==> src/rtl/instr_encoder_loader.sv <==
// RV32I instruction encoder and program loader: packs decoded fields into 32-bit words and
// streams them to consecutive instruction-memory addresses. Define INSTR_CHECKSUM_EN for a checksum output.
module instr_encoder_loader #(
    parameter int                    ADDR_WIDTH = 32,
    parameter logic [ADDR_WIDTH-1:0] BASE_ADDR  = '0,
    parameter int                    CNT_WIDTH  = 16
) (
    input  logic                  clk,
    input  logic                  rst,
    input  logic                  start,
    input  logic [CNT_WIDTH-1:0]  count,
    input  logic                  in_valid,
    output logic                  in_ready,
    input  logic [2:0]            fmt,
    input  logic [6:0]            opcode,
    input  logic [2:0]            funct3,
    input  logic [6:0]            funct7,
    input  logic [4:0]            rd,
    input  logic [4:0]            rs1,
    input  logic [4:0]            rs2,
    input  logic [31:0]           imm,
    output logic                  mem_we,
    output logic [ADDR_WIDTH-1:0] mem_addr,
    output logic [31:0]           mem_wdata,
    input  logic                  mem_ready,
    output logic                  busy,
    output logic                  done,
    output logic                  err
`ifdef INSTR_CHECKSUM_EN
    ,
    output logic [31:0]           checksum
`endif
);

    localparam logic [1:0] S_IDLE  = 2'd0;
    localparam logic [1:0] S_LOAD  = 2'd1;
    localparam logic [1:0] S_FLUSH = 2'd2;

    localparam logic [2:0] FMT_R = 3'd0;
    localparam logic [2:0] FMT_I = 3'd1;
    localparam logic [2:0] FMT_S = 3'd2;
    localparam logic [2:0] FMT_B = 3'd3;
    localparam logic [2:0] FMT_U = 3'd4;
    localparam logic [2:0] FMT_J = 3'd5;

    logic [1:0]           state;
    logic [CNT_WIDTH-1:0] remaining;
    logic                 accept;
    logic                 complete;
    logic                 legal;
    logic                 misaligned;
    logic                 start_load;
    logic [31:0]          word;

    // A new bundle may only enter when the output register is free or empties this cycle.
    assign complete   = mem_we && mem_ready;
    assign in_ready   = (state == S_LOAD) && (remaining != '0) && (!mem_we || mem_ready);
    assign accept     = in_valid && in_ready;
    assign busy       = (state != S_IDLE);
    assign legal      = (fmt <= FMT_J);
    assign misaligned = ((fmt == FMT_B) || (fmt == FMT_J)) && imm[0];
    assign start_load = (state == S_IDLE) && start && (count != '0);

    always_comb begin
        word = '0;
        case (fmt)
            FMT_R:   word = {funct7, rs2, rs1, funct3, rd, opcode};
            FMT_I:   word = {imm[11:0], rs1, funct3, rd, opcode};
            FMT_S:   word = {imm[11:5], rs2, rs1, funct3, imm[4:0], opcode};
            FMT_B:   word = {imm[12], imm[10:5], rs2, rs1, funct3, imm[4:1], imm[11], opcode};
            FMT_U:   word = {imm[31:12], rd, opcode};
            FMT_J:   word = {imm[20], imm[10:1], imm[11], imm[19:12], rd, opcode};
            default: word = '0;
        endcase
    end

    always_ff @(posedge clk or posedge rst) begin
        if (rst) begin
            state     <= S_IDLE;
            remaining <= '0;
            done      <= 1'b0;
        end else begin
            done <= 1'b0;
            case (state)
                S_IDLE: begin
                    if (start) begin
                        if (count == '0) begin
                            done <= 1'b1;
                        end else begin
                            remaining <= count;
                            state     <= S_LOAD;
                        end
                    end
                end
                S_LOAD: begin
                    if (accept) begin
                        remaining <= remaining - CNT_WIDTH'(1);
                        if (remaining == CNT_WIDTH'(1)) begin
                            state <= S_FLUSH;
                        end
                    end
                end
                S_FLUSH: begin
                    if (!mem_we || mem_ready) begin
                        done  <= 1'b1;
                        state <= S_IDLE;
                    end
                end
                default: state <= S_IDLE;
            endcase
        end
    end

    // Reload takes priority over clearing so a completing write can be replaced in the same cycle.
    always_ff @(posedge clk or posedge rst) begin
        if (rst) begin
            mem_we    <= 1'b0;
            mem_addr  <= BASE_ADDR;
            mem_wdata <= '0;
        end else begin
            if (start_load) begin
                mem_addr <= BASE_ADDR;
            end else if (complete) begin
                mem_addr <= mem_addr + ADDR_WIDTH'(4);
            end
            if (accept && legal) begin
                mem_we    <= 1'b1;
                mem_wdata <= word;
            end else if (complete) begin
                mem_we <= 1'b0;
            end
        end
    end

    always_ff @(posedge clk or posedge rst) begin
        if (rst) begin
            err <= 1'b0;
        end else if ((state == S_IDLE) && start) begin
            err <= 1'b0;
        end else if (accept && (!legal || misaligned)) begin
            err <= 1'b1;
        end
    end

`ifdef INSTR_CHECKSUM_EN
    always_ff @(posedge clk or posedge rst) begin
        if (rst) begin
            checksum <= '0;
        end else if ((state == S_IDLE) && start) begin
            checksum <= '0;
        end else if (complete) begin
            checksum <= checksum ^ mem_wdata;
        end
    end
`endif

endmodule

==> config.mk <==
export PLATFORM = sky130hd
export DESIGN_NAME = instr_encoder_loader
export DESIGN_NICKNAME = d
export VERILOG_FILES = /design/src/rtl/instr_encoder_loader.sv
export SDC_FILE = /design/constraint.sdc
export NUM_CORES = 1
export LEC_CHECK = 0
export CORE_MARGIN = 2
export CORE_UTILIZATION = 35
export CTS_CLUSTER_DIAMETER = 200
export DETAILED_ROUTE_END_ITERATION = 16
export DONT_BUFFER_PORTS = 1
export GPL_TIMING_DRIVEN = 0
export HOLD_SLACK_MARGIN = 0.1
export SYNTH_ARGS = -nofsm -noshare
export SYNTH_HDL_FRONTEND = slang
export SYNTH_SLANG_ARGS = --single-unit
==> constraint.sdc <==
create_clock -name clk -period 4.4 [get_ports clk]
set_input_delay 0.88 -clock clk [delete_from_list [all_inputs] [get_ports clk]]
set_output_delay 0.88 -clock clk [all_outputs]
set_load 0.005 [all_outputs]
==> flow_summary.json, run 1 <==
{
  "drc": 0,
  "gp_congestion": 0.898,
  "worst_setup_path_start_kind": "flip-flop",
  "worst_slew_pin_slew_ns": 0.607,
  "critPathSlowestCell": "dfrtp_1",
  "clockRootBuffer": "clkbuf_16",
  "vias": 3870,
  "initial_core_util_pct": 35.7,
  "pwr_density_cell_nw_per_um2": 474,
  "synth_top_area_share_pct": 44.3,
  "nets": 591,
  "hpwlAfterDp_um": 9980,
  "firstDrtPassIters": 5,
  "path_depth": 4,
  "postCtsHoldBufs": 0,
  "worst-path-buf-inv": 1,
  "status": "finished clean",
  "cp_max_fo": 10,
  "drt_iter0_markers": 178,
  "seq_area_frac_synth_pct": 44.3,
  "cts_max_path_buffers": 2,
  "cp_top_family": "flip-flops",
  "cts.sinks": 83,
  "drive_gt1_share_pct": 12.5,
  "grt_pass1_wl_um": 21100,
  "grt.total_usage_pct": 19.0,
  "htreeDepth": 3,
  "clock.fmax_mhz": 368,
  "synth_cells": 486,
  "maxSlewHeadroom_pct": 59.6,
  "finClkSkew_ns": 0.00464,
  "setup_viol": 0,
  "fin_setup_tns_ns": 0,
  "cts_resized": 0,
  "io_pins": 157,
  "final_antenna_net_count": 0,
  "hold_class": "in -> async",
  "max_stage_delay_ns": 0.45,
  "yosys.area.top_type": "dfrtp_1",
  "die_h_um": 120,
  "synth_top_flop_cell": "dfrtp_1",
  "hold_viol": 0,
  "synth_area_per_cell_um2": 9.64,
  "vdd_drop_max_mv": 0.194,
  "areaGrowthSynthToFinish_pct": 12.0,
  "p_total_w": 0.00249,
  "required_ns": 3.52,
  "grt.overflow.total": 0,
  "wl_per_cell_um": 19.5,
  "grt_pass1_vias": 3969,
  "cp.arrival_ns": 1.84,
  "row_count": 42,
  "post-cts-setup-buffer-count": 0,
  "period_needed_ns": 2.72,
  "ys_seq_elements": 83,
  "cts_buffers": 9,
  "cts_tree": "yes",
  "rsz0062_at_grt": "false",
  "die_w_um": 120,
  "worst_setup_path_end_kind": "primary output",
  "yosysWarnings": 0,
  "cp_cell_sequence": "and2b_1, clkbuf_1, nand2_1, a21oi_1",
  "synth_common_cells": "dfrtp_1 (83), nor2_1 (58), nand2_1 (43)",
  "path_class": "reg -> out",
  "grt_max_degree": 53,
  "port_buffers": 0,
  "core_area_um2": 13100,
  "r2r_cells": 7,
  "antenna_found_initial": 0,
  "path_clk_slew_ns": 0.06,
  "syn_area_um2": 4690,
  "period_share_pct": 61.8,
  "clk_latency_ns": 0.34,
  "drt-total-wl_um": 13300,
  "dieArea_um2": 14300,
  "async_flop_share_pct": 100,
  "yosysUniqueCellTypes": 57,
  "yosysMostFrequentCell": "dfrtp_1",
  "routed_via_density": 5.70,
  "synth_edf_count": 0,
  "maxCapViolCount": 0,
  "num_antenna_cells": 0,
  "yosys-top-cells-area": "dfrtp_1 (44%), mux2_4 (5.1%), nor2_1 (4.6%)",
  "slew_violations": 0,
  "p_leak_nw": 2.19
}
==> area by class of cell <==
| class | count | area (um^2) |
|---|---|---|
| Inverter | 6 | 25.0 |
| Clock buffer | 10 | 229 |
| Fill cell | 1336 | 7890 |
| Timing Repair Buffer | 1 | 27.5 |
| Tap cell | 176 | 220 |
| Clock inverter | 5 | 78.8 |
| Buffer | 31 | 166 |
| Sequential cell | 83 | 2080 |
| Multi-Input combinational cell | 367 | 2420 |
==> worst paths after layout <==
check                      slack (ns)          start       endpoint
setup / recovery                 1.68       state[1]       in_ready
hold / removal                   0.41            rst  mem_wdata[10]
setup reg to reg                 2.16   remaining[0]  remaining[12]
hold reg to reg                  0.53  mem_wdata[10]  mem_wdata[10]
max in group asynchronous        3.38            rst  remaining[15]
min in group clk                 0.53  mem_wdata[10]  mem_wdata[10]
==> per-stage QoR <==
stage	instance area (um^2)	std cells	utilization, %	hold WS [ns]	setup WS, ns
after detailed placement	4940	664	37.6	0.525	1.56
after CTS	5250	679	40.0	0.416	1.67
after floorplan	4690	487	-	0.479	1.38
after global routing	5250	679	40.0	0.429	1.56
after global placement	4910	663	37.4	0.514	0.353
final	5250	679	40.0	0.414	1.68
==> registers in the layout, summed over array words and instances (netlist names) <==
signal	flops
mem_addr	30
remaining	16
done	1
mem_wdata	32
mem_we	1
err	1
state	2
==> metal layers <==
| metal | track usage (%) | wire, um | share of wire [%] | vias to the layer above |
|---|---|---|---|---|
| met4 | 8.68 | 384 | 2.9 | 0 |
| met5 | 0 | 0 | 0 | - |
| met2 | 30.9 | 6240 | 47 | 184 |
| li1 | - | - | - | 1802 |
| met3 | 6.94 | 1240 | 9.3 | 23 |
| met1 | 22.5 | 5400 | 41 | 1861 |
==> where the power goes <==
part | internal [W] | switching (W) | total, W
logic | 0.000256 | 0.000288 | 0.000544
registers | 0.000928 | 0.000209 | 0.00114
clock network | 0.000493 | 0.000312 | 0.000805
total | 0.00168 | 0.000809 | 0.00249
==> cells in the final DEF, fill, tap and decap left out, types with 3 or more instances in the layout <==
master	synthesis	final
or3_1	6	6
nor3_1	14	14
nor4_1	8	8
and3_1	4	4
nand4_1	16	16
o311ai_0	4	4
o31ai_1	4	4
xor2_1	20	20
nor2_1	58	58
ha_1	4	4
buf_6	4	4
buf_4	3	3
clkbuf_16	0	9
a22oi_1	11	11
clkbuf_1	15	16
a21oi_1	21	21
a2bb2oi_1	4	4
o22ai_1	7	7
o2bb2ai_1	11	11
nand2b_1	6	6
o21ai_0	25	25
nand3_1	15	15
xnor2_1	7	7
and4_1	8	8
mux2i_1	9	9
a211oi_1	9	9
buf_2	7	7
mux2_2	4	4
nand2_1	43	43
inv_1	6	5
dfrtp_1	83	83
mux2_4	16	16
==> cells by family (layout without fill, tap and decap cells) <==
family	Yosys count	in the layout	share of synthesized area, %
fa+ha+maj	4	4	1.07
xor+xnor	27	27	5.05
mux	29	29	8.01
other cells	1	2	0.0800
flops	83	83	44.3
buf+inv	37	53	4.03
simple gates	193	193	21.1
compound gates	112	112	16.4
No activity file was read; power rests on OpenSTA's default activity.
==> inputs of run 2 (changes only) <==
==> constraint.sdc (replaced) <==
create_clock -name clk -period 2.45 [get_ports clk]
set_input_delay 0.49 -clock clk [delete_from_list [all_inputs] [get_ports clk]]
set_output_delay 0.49 -clock clk [all_outputs]
set_load 0.005 [all_outputs]
==> run 2 against run 1 <==
  * Clock power is 71% higher
  * Count of clock-buffer cells in the layout is 1 higher
  * Worst setup slack worse by 1.4 ns
  * Global-route usage is 0.15 points lower
  * Sequential share of layout area is 0.085 points lower
  * Critical endpoint unchanged
  * Largest cell class unchanged
  * Highest routed layer unchanged
==> flow_summary.json, run 2 (synthesis results as in run 1) <==
{
  "status": "finished clean",
  "dieArea_um2": 14300,
  "cp_cell_sequence": "and2b_1, clkbuf_2, nand2_1, a21oi_1",
  "comb_power_share_pct": 22.1,
  "r2r_end": "remaining[12]",
  "vdd_drop_max_mv": 0.301,
  "max_stage_delay_ns": 0.46,
  "fin_util_pct": 40.0,
  "die_w_um": 120,
  "pwr_density_cell_nw_per_um2": 835,
  "routed_via_density": 5.73,
  "drt_iter0_markers": 226,
  "hold_class": "in -> reg",
  "place_area_um2": 4950,
  "pwr-share-seq_pct": 46.4,
  "io_pins": 157,
  "final_common_cell": "dfrtp_1",
  "period_share_pct": 88.5,
  "htreeDepth": 3,
  "antenna_found_initial": 0,
  "cts.sinks": 83,
  "drc": 0,
  "fin_cells": 682,
  "cp.arrival_ns": 1.68,
  "multi_input_area_um2": 2420,
  "row_count": 42,
  "drive_gt1_share_pct": 12.8,
  "worst_setup_path_end_kind": "primary output",
  "p_leak_nw": 2.19,
  "cp_top_family": "flip-flops",
  "core_area_um2": 13100,
  "grt_pass1_vias": 3879,
  "cts_buffers": 9,
  "die_h_um": 120,
  "grt.overflow.total": 0,
  "worstHoldStart": "opcode[3]",
  "switchingPower_w": 0.00146,
  "grt.total_usage_pct": 18.9,
  "nFillCells": 1345,
  "pwr-share-clk_pct": 31.5,
  "worst_slew_pin_slew_ns": 0.642,
  "clockRootBuffer": "clkbuf_16",
  "firstDrtPassIters": 5,
  "areaGrowthSynthToFinish_pct": 12.2,
  "setup_viol": 0,
  "maxCapViolCount": 0,
  "maxSlewHeadroom_pct": 56.9,
  "cts_max_path_buffers": 2,
  "finClkSkew_ns": 0.00712,
  "r2r_cells": 7,
  "whs_endpoint": "mem_wdata[3]",
  "slew_violations": 0,
  "worst-path-buf-inv": 1,
  "drt-total-wl_um": 13400,
  "hpwlAfterDp_um": 10200,
  "period_needed_ns": 2.17,
  "cp_max_fo": 10,
  "largest_reg_flops": 32,
  "clock.fmax_mhz": 461,
  "fin_ws_ns": 0.282,
  "initial_core_util_pct": 35.7,
  "grt_pass1_wl_um": 21000,
  "critPathSlowestCell": "dfrtp_1",
  "port_buffers": 0,
  "nets": 593,
  "vias": 3905,
  "switching_share_pct": 33.4,
  "clk_latency_ns": 0.35,
  "reg2reg_slack_ns": 0.29,
  "mostFrequentLayoutCells": "dfrtp_1 (83), nor2_1 (58), nand2_1 (43)",
  "num_antenna_cells": 0,
  "required_ns": 1.96,
  "path_clk_slew_ns": 0.07,
  "regMostFlops": "mem_wdata",
  "hold_viol": 0,
  "internal_power_w": 0.00293,
  "reg_top3": "mem_wdata: 32 flops, mem_addr: 30 flops, remaining: 16 flops",
  "grt_max_degree": 33,
  "place_inst": 665,
  "holdPathStages": 1,
  "cts_tree": "yes",
  "r2r-start": "remaining[0]",
  "path_class": "reg -> out",
  "worst_setup_path_start_kind": "flip-flop",
  "rsz0062_at_grt": "false",
  "wl_per_cell_um": 19.7,
  "final_area_um2": 5260,
  "register_area_um2": 2080,
  "fin_setup_tns_ns": 0,
  "gp_congestion": 0.858,
  "final_antenna_net_count": 0,
  "dp_slack_ns": 0.00512
}
-- run 2: cell types whose count changed in the layout (fill, tap and decap cells not counted), sizes merged --
cell         change
inv              +1
buf              +1
clkinvlp         +1
bufinv           -1
clkinv           -1
clkbuf           +1
dlygate4sd3      +1
-- run 2: how the worst max path moves through the flow --
stage | cells past startpoint | from | slack (ns) | endpoint
after floorplan | 6 | state[1] | 0.66 | mem_wdata[20]
after global placement | 6 | count[11] | -0.06 | remaining[3]
after detailed placement | 7 | count[11] | 0.005 | remaining[11]
after CTS | 4 | state[1] | 0.12 | in_ready
after global routing | 7 | remaining[0] | 0.06 | remaining[12]
final | 4 | state[1] | 0.28 | in_ready
-- run 2: power by group through the flow --
stage,combinational (W),clock (W),sequential (W)
after global placement,0.000936,0,0.00204
after global routing,0.00109,0.00148,0.00208
after floorplan,0.000791,0,0.00195
after CTS,0.000981,0.00142,0.00203
after detailed placement,0.000982,0,0.00205
final,0.000970,0.00138,0.00204
-- run 2: worst reg2reg max path: cells and delay by family, from the launching register on --
kind / cells / cell delay, ns
and+or+nand+nor: 4 / 1.01
DFF: 1 / 0.43
buffers and inverters: 1 / 0.14
adders and majority gates: 1 / 0.20
AOI/OAI and AO/OA: 1 / 0.26
-- run 2: cell type report --
cell class,instances,share of cell area (%)
buffer,31,3.19
multi-input combinational,367,46.1
tap,176,4.19
timing repair buffer,3,0.951
inverter,6,0.500
sequential,83,39.5
clock inverter,5,1.17
clock buffer,11,4.42
-- run 2: metrics by stage --
step / hold slack [ns] / power, W
5_1_grt: 0.273 / 0.00465
3_3_place_gp: 0.508 / 0.00298
6_report: 0.285 / 0.00439
3_5_place_dp: 0.424 / 0.00303
2_1_floorplan: 0.479 / 0.00274
4_1_cts: 0.274 / 0.00444
-- run 2: timing repair --
item                                    CTS  global route
setup buffers                             0             0
hold endpoints to repair                 19             0
endpoints found under the setup margin    0             1
hold buffers                              1             0
gates resized for setup                   0             2
-- run 2: routing by layer --
layer	part of all wire, %	vias to the layer above	track usage [%]
li1	-	1810	-
met3	9.0	12	7.32
met4	1.2	0	5.66
met1	41	1912	22.3
met5	0	-	0
met2	49	171	31.8
